[config.mk]
export PLATFORM = sky130hd
export DESIGN_NAME = uxn_device_vector_dispatch_flat
export DESIGN_NICKNAME = d
export VERILOG_FILES = /design/src/rtl/uxn_device_vector_dispatch_if.sv /design/src/rtl/uxn_device_vector_dispatch.sv /design/src/flat_wrapper.sv
export SDC_FILE = /design/constraint.sdc
export NUM_CORES = 1
export LEC_CHECK = 0
export CORE_MARGIN = 2
export CORE_UTILIZATION = 47
export CTS_BUF_LIST = sky130_fd_sc_hd__clkbuf_8
export DETAILED_ROUTE_END_ITERATION = 8
export PLACE_DENSITY = 0.95
export SLEW_MARGIN = 20
export SYNTH_ARGS = -nofsm -noshare
export SYNTH_HDL_FRONTEND = slang
export SYNTH_SLANG_ARGS = --single-unit
[constraint.sdc]
create_clock -name clk -period 3.1 [get_ports clk]
set_input_delay 0.62 -clock clk [delete_from_list [all_inputs] [get_ports clk]]
set_output_delay 0.62 -clock clk [all_outputs]
set_load 0.05 [all_outputs]
[src/rtl/uxn_device_vector_dispatch_if.sv]
// Device-RAM read port, event inputs and the vector offer stream of the dispatcher.
// master = dispatcher side, slave = RAM/peripheral/CPU side.
interface uxn_device_vector_dispatch_if;
   logic [15:0] event_req;
   logic [7:0]  ram_addr;
   logic [7:0]  ram_q;
   logic        vec_valid;
   logic [15:0] vec_addr;
   logic [3:0]  vec_dev;
   logic        vec_ready;
   logic [15:0] pending;
   logic        busy;

   modport master (
      input  event_req, ram_q, vec_ready,
      output ram_addr, vec_valid, vec_addr, vec_dev, pending, busy
   );

   modport slave (
      output event_req, ram_q, vec_ready,
      input  ram_addr, vec_valid, vec_addr, vec_dev, pending, busy
   );
endinterface

[src/rtl/uxn_device_vector_dispatch.sv]
// Latches device events, fetches {dev,0}/{dev,1} vectors, offers non-zero ones; 4 cycles pending->valid, holds offer until vec_ready.
// UXN_DEVICE_DISPATCH_RR_EN selects round-robin arbitration instead of lowest-index priority.
module uxn_device_vector_dispatch #(
   parameter int NUM_DEV = 16
) (
   input  logic                          clk,
   input  logic                          rst,
   uxn_device_vector_dispatch_if.master  bus
);

   localparam logic [15:0] DEV_MASK = 16'((32'd1 << NUM_DEV) - 32'd1);

   typedef enum logic [2:0] {
      S_IDLE,
      S_FETCH_HI,
      S_FETCH_LO,
      S_CAPT_LO,
      S_OFFER
   } state_t;

   state_t      r_state;
   state_t      w_state_nxt;
   logic [15:0] r_pending;
   logic [15:0] w_evt;
   logic [15:0] w_clr;
   logic [3:0]  w_grant;
   logic        w_grant_vld;
   logic        w_vec_nonzero;
   logic [7:0]  r_ram_addr;
   logic [7:0]  w_ram_addr_nxt;
   logic [15:0] r_vec_addr;
   logic [15:0] w_vec_addr_nxt;
   logic [3:0]  r_vec_dev;
   logic [3:0]  w_vec_dev_nxt;
   logic        r_vec_valid;
   logic        w_vec_valid_nxt;

   assign w_evt         = bus.event_req & DEV_MASK;
   assign w_grant_vld   = (r_state == S_IDLE) && (r_pending != 16'h0);
   assign w_clr         = w_grant_vld ? (16'h1 << w_grant) : 16'h0;
   assign w_vec_nonzero = ({r_vec_addr[15:8], bus.ram_q} != 16'h0);

`ifdef UXN_DEVICE_DISPATCH_RR_EN
   logic [3:0] r_last;

   // Descending scan so the pending device closest after r_last is assigned last.
   always_comb begin
      int j;
      w_grant = 4'h0;
      j       = 0;
      for (int i = NUM_DEV - 1; i >= 0; i--) begin
         j = int'(r_last) + 1 + i;
         if (j >= NUM_DEV) j = j - NUM_DEV;
         if (r_pending[4'(j)]) w_grant = 4'(j);
      end
   end

   always_ff @(posedge clk) begin
      if (rst)              r_last <= 4'h0;
      else if (w_grant_vld) r_last <= w_grant;
   end
`else
   always_comb begin
      w_grant = 4'h0;
      for (int i = NUM_DEV - 1; i >= 0; i--) begin
         if (r_pending[4'(i)]) w_grant = 4'(i);
      end
   end
`endif

   always_ff @(posedge clk) begin
      if (rst) r_state <= S_IDLE;
      else     r_state <= w_state_nxt;
   end

   always_comb begin
      w_state_nxt = r_state;
      case (r_state)
         S_IDLE:     if (w_grant_vld) w_state_nxt = S_FETCH_HI;
         S_FETCH_HI: w_state_nxt = S_FETCH_LO;
         S_FETCH_LO: w_state_nxt = S_CAPT_LO;
         S_CAPT_LO:  w_state_nxt = w_vec_nonzero ? S_OFFER : S_IDLE;
         S_OFFER:    if (bus.vec_ready) w_state_nxt = S_IDLE;
         default:    w_state_nxt = S_IDLE;
      endcase
   end

   // RAM data lags the address by one edge, so each byte is captured one state after its address.
   always_comb begin
      w_ram_addr_nxt  = r_ram_addr;
      w_vec_addr_nxt  = r_vec_addr;
      w_vec_dev_nxt   = r_vec_dev;
      w_vec_valid_nxt = r_vec_valid;
      case (r_state)
         S_IDLE: begin
            if (w_grant_vld) begin
               w_vec_dev_nxt  = w_grant;
               w_ram_addr_nxt = {w_grant, 4'h0};
            end
         end
         S_FETCH_HI: w_ram_addr_nxt = {r_vec_dev, 4'h1};
         S_FETCH_LO: w_vec_addr_nxt[15:8] = bus.ram_q;
         S_CAPT_LO: begin
            w_vec_addr_nxt[7:0] = bus.ram_q;
            w_vec_valid_nxt     = w_vec_nonzero;
         end
         S_OFFER:    if (bus.vec_ready) w_vec_valid_nxt = 1'b0;
         default:    w_vec_valid_nxt = 1'b0;
      endcase
   end

   always_ff @(posedge clk) begin
      if (rst) begin
         r_pending   <= 16'h0;
         r_ram_addr  <= 8'h0;
         r_vec_addr  <= 16'h0;
         r_vec_dev   <= 4'h0;
         r_vec_valid <= 1'b0;
      end else begin
         r_pending   <= (r_pending & ~w_clr) | w_evt;
         r_ram_addr  <= w_ram_addr_nxt;
         r_vec_addr  <= w_vec_addr_nxt;
         r_vec_dev   <= w_vec_dev_nxt;
         r_vec_valid <= w_vec_valid_nxt;
      end
   end

   assign bus.ram_addr  = r_ram_addr;
   assign bus.vec_addr  = r_vec_addr;
   assign bus.vec_dev   = r_vec_dev;
   assign bus.vec_valid = r_vec_valid;
   assign bus.pending   = r_pending;
   assign bus.busy      = (r_state != S_IDLE);

endmodule

[src/flat_wrapper.sv]
// flat-port wrapper written by rule: the top's interface ports become plain ports
module uxn_device_vector_dispatch_flat 
#(
   parameter int NUM_DEV = 16
)
  (clk, rst, bus_event_req, bus_ram_q, bus_vec_ready, bus_ram_addr, bus_vec_valid, bus_vec_addr, bus_vec_dev, bus_pending, bus_busy);
  uxn_device_vector_dispatch_if bus_i ();
  input  logic clk;
  input  logic rst;
  input wire logic [$bits(bus_i.event_req)-1:0] bus_event_req;
  input wire logic [$bits(bus_i.ram_q)-1:0] bus_ram_q;
  input wire logic [$bits(bus_i.vec_ready)-1:0] bus_vec_ready;
  output wire logic [$bits(bus_i.ram_addr)-1:0] bus_ram_addr;
  output wire logic [$bits(bus_i.vec_valid)-1:0] bus_vec_valid;
  output wire logic [$bits(bus_i.vec_addr)-1:0] bus_vec_addr;
  output wire logic [$bits(bus_i.vec_dev)-1:0] bus_vec_dev;
  output wire logic [$bits(bus_i.pending)-1:0] bus_pending;
  output wire logic [$bits(bus_i.busy)-1:0] bus_busy;
  assign bus_i.event_req = bus_event_req;
  assign bus_i.ram_q = bus_ram_q;
  assign bus_i.vec_ready = bus_vec_ready;
  assign bus_ram_addr = bus_i.ram_addr;
  assign bus_vec_valid = bus_i.vec_valid;
  assign bus_vec_addr = bus_i.vec_addr;
  assign bus_vec_dev = bus_i.vec_dev;
  assign bus_pending = bus_i.pending;
  assign bus_busy = bus_i.busy;
  uxn_device_vector_dispatch #(.NUM_DEV(NUM_DEV)) u_core (.clk(clk), .rst(rst), .bus(bus_i));
endmodule
==> impl_metrics.env, run 1 <==
export IMPL_via_count=1632
export IMPL_arrival_ns=2.04
export IMPL_drc=0
export IMPL_clk_pin_slew_ns=0.08
export IMPL_grt_max_degree=23
export IMPL_ir_drop_mv=0.526
export IMPL_io_pins=73
export IMPL_wl_per_cell_um=14.4
export IMPL_cp_slowest_stage_delay_ns=0.76
export IMPL_grt_setup_unrepaired="false"
export IMPL_stdcell_area_um2=2560
export IMPL_syn_avg_cell_area_um2=9.07
export IMPL_viasPerCell=5.26
export IMPL_relSlewSlack=0.575
export IMPL_syn_inst=195
export IMPL_end_kind="output port"
export IMPL_synthesis_area_um2=1770
export IMPL_antenna_left=0
export IMPL_clock_fmax_ghz=0.375
export IMPL_power_density_nw_per_um2=567
export IMPL_synthArstFlopShare=0
export IMPL_ys_seq_area_frac=0.487
export IMPL_ff_latch_area_um2=861
export IMPL_critPathLaunchType="flop"
export IMPL_clock_sinks=43
export IMPL_die_area_um2=4270
export IMPL_required_ns=2.48
export IMPL_drv_cap=0
export IMPL_place_port_buffers=67
export IMPL_grt_pass1_wl_um=7330
export IMPL_cts_tree="done"
export IMPL_min_path_type="flop to flop"
export IMPL_final_setup_tns_ns=0
export IMPL_die_h_um=65.4
export IMPL_period_share=0.860
export IMPL_layout_commonest_cell="clkdlybuf4s50_1"
export IMPL_first_global_vias=1558
export IMPL_antenna_found_initial=0
export IMPL_fillers=277
export IMPL_cp_top_family="buffers and inverters"
export IMPL_rows=22
export IMPL_cts_resized_gates=0
export IMPL_antennaDiodeCount=0
export IMPL_synth_seq_cells=43
export IMPL_crit_fanout=10
export IMPL_path_class="flop to output port"
export IMPL_crit_path_cell_trace="nor3_2 > buf_4 > clkinv_1 > clkdlybuf4s50_1"
export IMPL_drt_wl_total_um=4450
export IMPL_worst_pin_slew_ns=0.627
export IMPL_synth_edf_count=0
export IMPL_fin_skew_ns=0.00544
export IMPL_slew_viol_final=0
export IMPL_yosys_warnings=0
export IMPL_overflow=0
export IMPL_initial_core_util=0.487
export IMPL_p_total_uw=1450
export IMPL_detail_route_first_pass_iterations=4
export IMPL_synth_distinct_cells=41
export IMPL_multi_input_area_um2=815
export IMPL_die_width_um=65.4
export IMPL_outcome="complete, no violations"
export IMPL_synthFlopType="dfxtp_1"
export IMPL_cts_buffer_depth=2
export IMPL_htree_num_levels=2
export IMPL_core_um2=3630
export IMPL_clock_latency_ns=0.29
export IMPL_drive_above_1_share=0.0725
export IMPL_syn_to_final_growth_pct=44.8
export IMPL_slowest_stage="clkdlybuf4s50_1"
export IMPL_post_cts_buffers=0
export IMPL_postPlaceCellArea_um2=2460
export IMPL_final_cell_mix="clkdlybuf4s50_1, nor2_1, dfxtp_1"
export IMPL_root_buffer="clkbuf_8"
export IMPL_crit_buf_inv=3
export IMPL_gp_congestion=0.862
export IMPL_leakage_uw=0.00100
export IMPL_dp_hpwl_um=3440
export IMPL_fin_nets=288
export IMPL_drt_iter0_markers=125
export IMPL_min_period_ns=2.66
export IMPL_hold_viol=0
export IMPL_cts_buffers=5
export IMPL_ctsHoldBuffers=0
export IMPL_grtUsageTotal=0.223
export IMPL_setup_viol=0
==> flip-flops by register name (all words and copies together) (netlist names) <==
name	count
u_core.bus.vec_addr	16
u_core.bus.vec_valid	1
u_core.bus.pending	16
u_core.bus.ram_addr	4
u_core.bus.vec_dev	3
u_core.r_state	3
==> layer usage <==
| metal | wire [um] | GRT usage | vias to the layer above | share of wire |
|---|---|---|---|---|
| met2 | 2240 | 0.383 | 43 | 0.50 |
| met1 | 1960 | 0.270 | 767 | 0.44 |
| met5 | 0 | 0 | - | 0 |
| met3 | 167 | 0.0565 | 7 | 0.038 |
| li1 | - | - | 815 | - |
| met4 | 78 | 0.0781 | 0 | 0.018 |
==> metrics by stage <==
| step | cells | hold WS [ns] | worst slack, ns | utilization |
|---|---|---|---|---|
| after floorplan | 199 | 0.665 | 0.914 | - |
| after global placement | 302 | 0.448 | 0.828 | 0.677 |
| after detailed placement | 302 | 0.452 | 0.780 | 0.677 |
| after CTS | 310 | 0.463 | 0.448 | 0.705 |
| after global routing | 310 | 0.475 | 0.332 | 0.705 |
| final | 310 | 0.468 | 0.435 | 0.705 |
==> Yosys cell counts, drive strengths merged (2+ instances only) <==
cell / count / share of area
inv: 5 / 0.011
o31ai: 2 / 0.0085
o31a: 2 / 0.0099
buf: 7 / 0.030
nor4: 7 / 0.028
o21ai: 4 / 0.011
nand2b: 3 / 0.011
nand2: 2 / 0.0042
dfxtp: 43 / 0.49
or4: 5 / 0.025
o41a: 2 / 0.013
nor3: 5 / 0.017
o41ai: 2 / 0.0099
a211oi: 2 / 0.011
nor2: 47 / 0.10
mux2i: 16 / 0.091
nor3b: 2 / 0.0085
a21oi: 14 / 0.040
clkbuf: 9 / 0.019
==> worst paths after layout <==
kind | depth (start not counted) | slack, ns | end | start
max | 4 | 0.44 | bus_busy | u_core.r_state[1]$_SDFFE_PP0P_
min | 2 | 0.47 | u_core.bus.vec_valid$_SDFFE_PP0P_ | u_core.bus.vec_valid$_SDFFE_PP0P_
max reg2reg | 4 | 1.07 | u_core.bus.ram_addr[6]$_SDFFE_PP0P_ | u_core.bus.pending[2]$_SDFF_PP0_
min reg2reg | 2 | 0.47 | u_core.bus.vec_valid$_SDFFE_PP0P_ | u_core.bus.vec_valid$_SDFFE_PP0P_
==> power by group <==
group	internal [uW]	leakage, uW	switching (uW)
clock	203	0.0000505	189
sequential	595	0.000354	43.7
combinational	161	0.000600	263
==> worst min-delay path, cell delays in order, from the launching register on <==
cell	delay [ns]
dfxtp_1	0.32
nand2_1	0.05
a21oi_1	0.05
==> kinds of logic (layout without fill, tap and decap cells) <==
family / after synthesis / in the layout / synth area share
AOI/OAI and AO/OA: 36 / 36 / 0.139
xor gates and xnor gates: 1 / 1 / 0.00495
buffers and inverters: 22 / 85 / 0.0615
DFF: 43 / 43 / 0.487
muxes: 16 / 16 / 0.0905
other: 1 / 5 / 0.00212
and+or+nand+nor: 76 / 76 / 0.215
==> area by class of cell <==
class / instances / share of cell area
inverter: 6 / 0.00879
sequential: 43 / 0.336
multi-input combinational: 134 / 0.318
clock buffer: 7 / 0.0376
clock inverter: 1 / 0.00293
tap: 48 / 0.0234
timing repair buffer: 71 / 0.273
(Power assumes the default switching activity.)
==> run 2, diff against run 1 <==
--- a/config.mk
+++ b/config.mk
@@ -8,6 +8,7 @@
 export CORE_MARGIN = 2
 export CORE_UTILIZATION = 47
 export CTS_BUF_LIST = sky130_fd_sc_hd__clkbuf_8
+export CTS_CLUSTER_DIAMETER = 60
 export DETAILED_ROUTE_END_ITERATION = 8
 export PLACE_DENSITY = 0.95
 export SLEW_MARGIN = 20
==> constraint.sdc (replaced) <==
create_clock -name clk -period 3.1 [get_ports clk]
set_input_delay 0.31 -clock clk [delete_from_list [all_inputs] [get_ports clk]]
set_output_delay 0.31 -clock clk [all_outputs]
set_load 0.05 [all_outputs]
==> run 2 against run 1 <==
Compared with the run above: combinational power barely moved; clock skew fell by 0.0013 ns; non-clock buffer count did not move; largest power group unchanged; register-to-register slack improved by 0.02 ns; routed wire length fell by 0.99%; total power up 8.1%; via count is essentially flat; final cell count did not move; hold slack got worse by 0.0069 ns; sequential power hardly changed; sequential share of layout area down 0.42 points; first-iteration DRC count shrank 34%.
==> impl_metrics.env, run 2 (synthesized netlist as in run 1, its figures left out) <==
export IMPL_drv_cap=0
export IMPL_critPathLaunchType="flop"
export IMPL_crit_fanout=9
export IMPL_detail_route_first_pass_iterations=4
export IMPL_ir_drop_mv=0.367
export IMPL_path_class="flop to output port"
export IMPL_layout_commonest_cell="clkdlybuf4s50_1"
export IMPL_clock_latency_ns=0.29
export IMPL_cts_buffers=5
export IMPL_worst_pin_slew_ns=0.986
export IMPL_via_count=1631
export IMPL_die_width_um=65.4
export IMPL_arrival_ns=2.05
export IMPL_grtUsageTotal=0.224
export IMPL_worst_path_stages=4
export IMPL_leakage_uw=0.00102
export IMPL_drive_above_1_share=0.0725
export IMPL_drt_iter0_markers=82
export IMPL_io_pins=73
export IMPL_cts_buffer_depth=2
export IMPL_cp_slowest_stage_delay_ns=0.77
export IMPL_first_global_vias=1571
export IMPL_root_buffer="clkbuf_8"
export IMPL_p_total_uw=1570
export IMPL_slowest_stage="clkdlybuf4s50_1"
export IMPL_fin_nets=288
export IMPL_fin_skew_ns=0.00411
export IMPL_htree_num_levels=2
export IMPL_final_cell_count_no_fill=310
export IMPL_outcome="complete, no violations"
export IMPL_core_um2=3630
export IMPL_place_port_buffers=67
export IMPL_ctsHoldBuffers=0
export IMPL_die_area_um2=4270
export IMPL_cts_tree="done"
export IMPL_gp_congestion=0.855
export IMPL_worst_r2r_path_depth=4
export IMPL_initial_core_util=0.487
export IMPL_relSlewSlack=0.340
export IMPL_viasPerCell=5.26
export IMPL_period_share=0.760
export IMPL_min_path_type="flop to flop"
export IMPL_grt_pass1_wl_um=7330
export IMPL_final_cell_mix="clkdlybuf4s50_1, nor2_1, dfxtp_1"
export IMPL_fillers=269
export IMPL_antenna_found_initial=0
export IMPL_grt_setup_unrepaired="false"
export IMPL_clk_pin_slew_ns=0.08
export IMPL_wl_per_cell_um=14.2
export IMPL_crit_buf_inv=3
export IMPL_drt_wl_total_um=4410
export IMPL_antenna_left=0
export IMPL_min_period_ns=2.36
export IMPL_rows=22
export IMPL_cp_top_family="buffers and inverters"
export IMPL_overflow=0
export IMPL_antennaDiodeCount=0
export IMPL_syn_to_final_growth_pct=46.7
export IMPL_cts_resized_gates=0
export IMPL_required_ns=2.79
export IMPL_slew_viol_final=0
export IMPL_crit_path_cell_trace="nor3_2 > buf_4 > clkinv_1 > clkdlybuf4s50_1"
export IMPL_power_density_nw_per_um2=606
export IMPL_grt_max_degree=29
export IMPL_post_cts_buffers=0
export IMPL_drc=0
export IMPL_clock_sinks=43
export IMPL_holdPathStages=2
export IMPL_placedCellCount=302
export IMPL_die_h_um=65.4
export IMPL_setup_viol=0
export IMPL_end_kind="output port"
export IMPL_final_setup_tns_ns=0
export IMPL_clock_fmax_ghz=0.424
export IMPL_dp_hpwl_um=3270
export IMPL_hold_viol=0
## run 2: cell count changes in the layout (fill, tap and decap cells not counted), sizes merged
cell | previous run | this run
bufinv | 0 | 2
clkbuf | 7 | 5
## run 2: layout make-up
cell class / count / area [um2] / area share
Sequential cell: 43 / 861 / 0.332
Timing Repair Buffer: 71 / 701 / 0.270
Clock buffer: 5 / 68.8 / 0.0265
Inverter: 6 / 22.5 / 0.00868
Multi-Input combinational cell: 134 / 815 / 0.314
Tap cell: 48 / 60.1 / 0.0231
Clock inverter: 3 / 67.6 / 0.0260
## run 2: metrics by stage
stage / hold WS [ns] / area [um2] / setup slack [ns] / utilization
6_report: 0.461 / 2590 / 0.743 / 0.714
5_1_grt: 0.483 / 2590 / 0.613 / 0.714
4_1_cts: 0.464 / 2590 / 0.761 / 0.714
3_5_place_dp: 0.453 / 2460 / 1.09 / 0.677
3_3_place_gp: 0.443 / 2460 / 1.13 / 0.677
2_1_floorplan: 0.426 / 1780 / 0.914 / -
## run 2: worst paths after layout
| kind | startpoint | endpoint | slack (ns) |
|---|---|---|---|
| setup reg to reg | u_core.bus.pending[2]$_SDFF_PP0_ | u_core.bus.ram_addr[6]$_SDFFE_PP0P_ | 1.09 |
| setup / recovery | u_core.r_state[0]$_SDFFE_PP0P_ | bus_busy | 0.74 |
| hold / removal | u_core.bus.vec_valid$_SDFFE_PP0P_ | u_core.bus.vec_valid$_SDFFE_PP0P_ | 0.46 |
| hold reg to reg | u_core.bus.vec_valid$_SDFFE_PP0P_ | u_core.bus.vec_valid$_SDFFE_PP0P_ | 0.46 |
## run 2: worst register-to-register path, stage by stage (launching register included)
cell and delay [ns]:
dfxtp_1 0.40, or4_4 0.57, or4_4 0.60, a211oi_1 0.26, nor2_1 0.07
## run 2: per-layer routing
layer,vias up,wire [um],GRT usage
met5,-,0,0
met4,0,179,0.112
met3,16,180,0.0599
met2,49,2110,0.366
met1,760,1930,0.271
li1,806,-,-
## run 2: report_power, final
part	internal [uW]	leakage, uW	total [uW]	switching, uW
logic	161	0.000600	424	263
clock network	321	0.0000644	510	189
registers	595	0.000354	638	42.9
total	1080	0.00102	1570	495
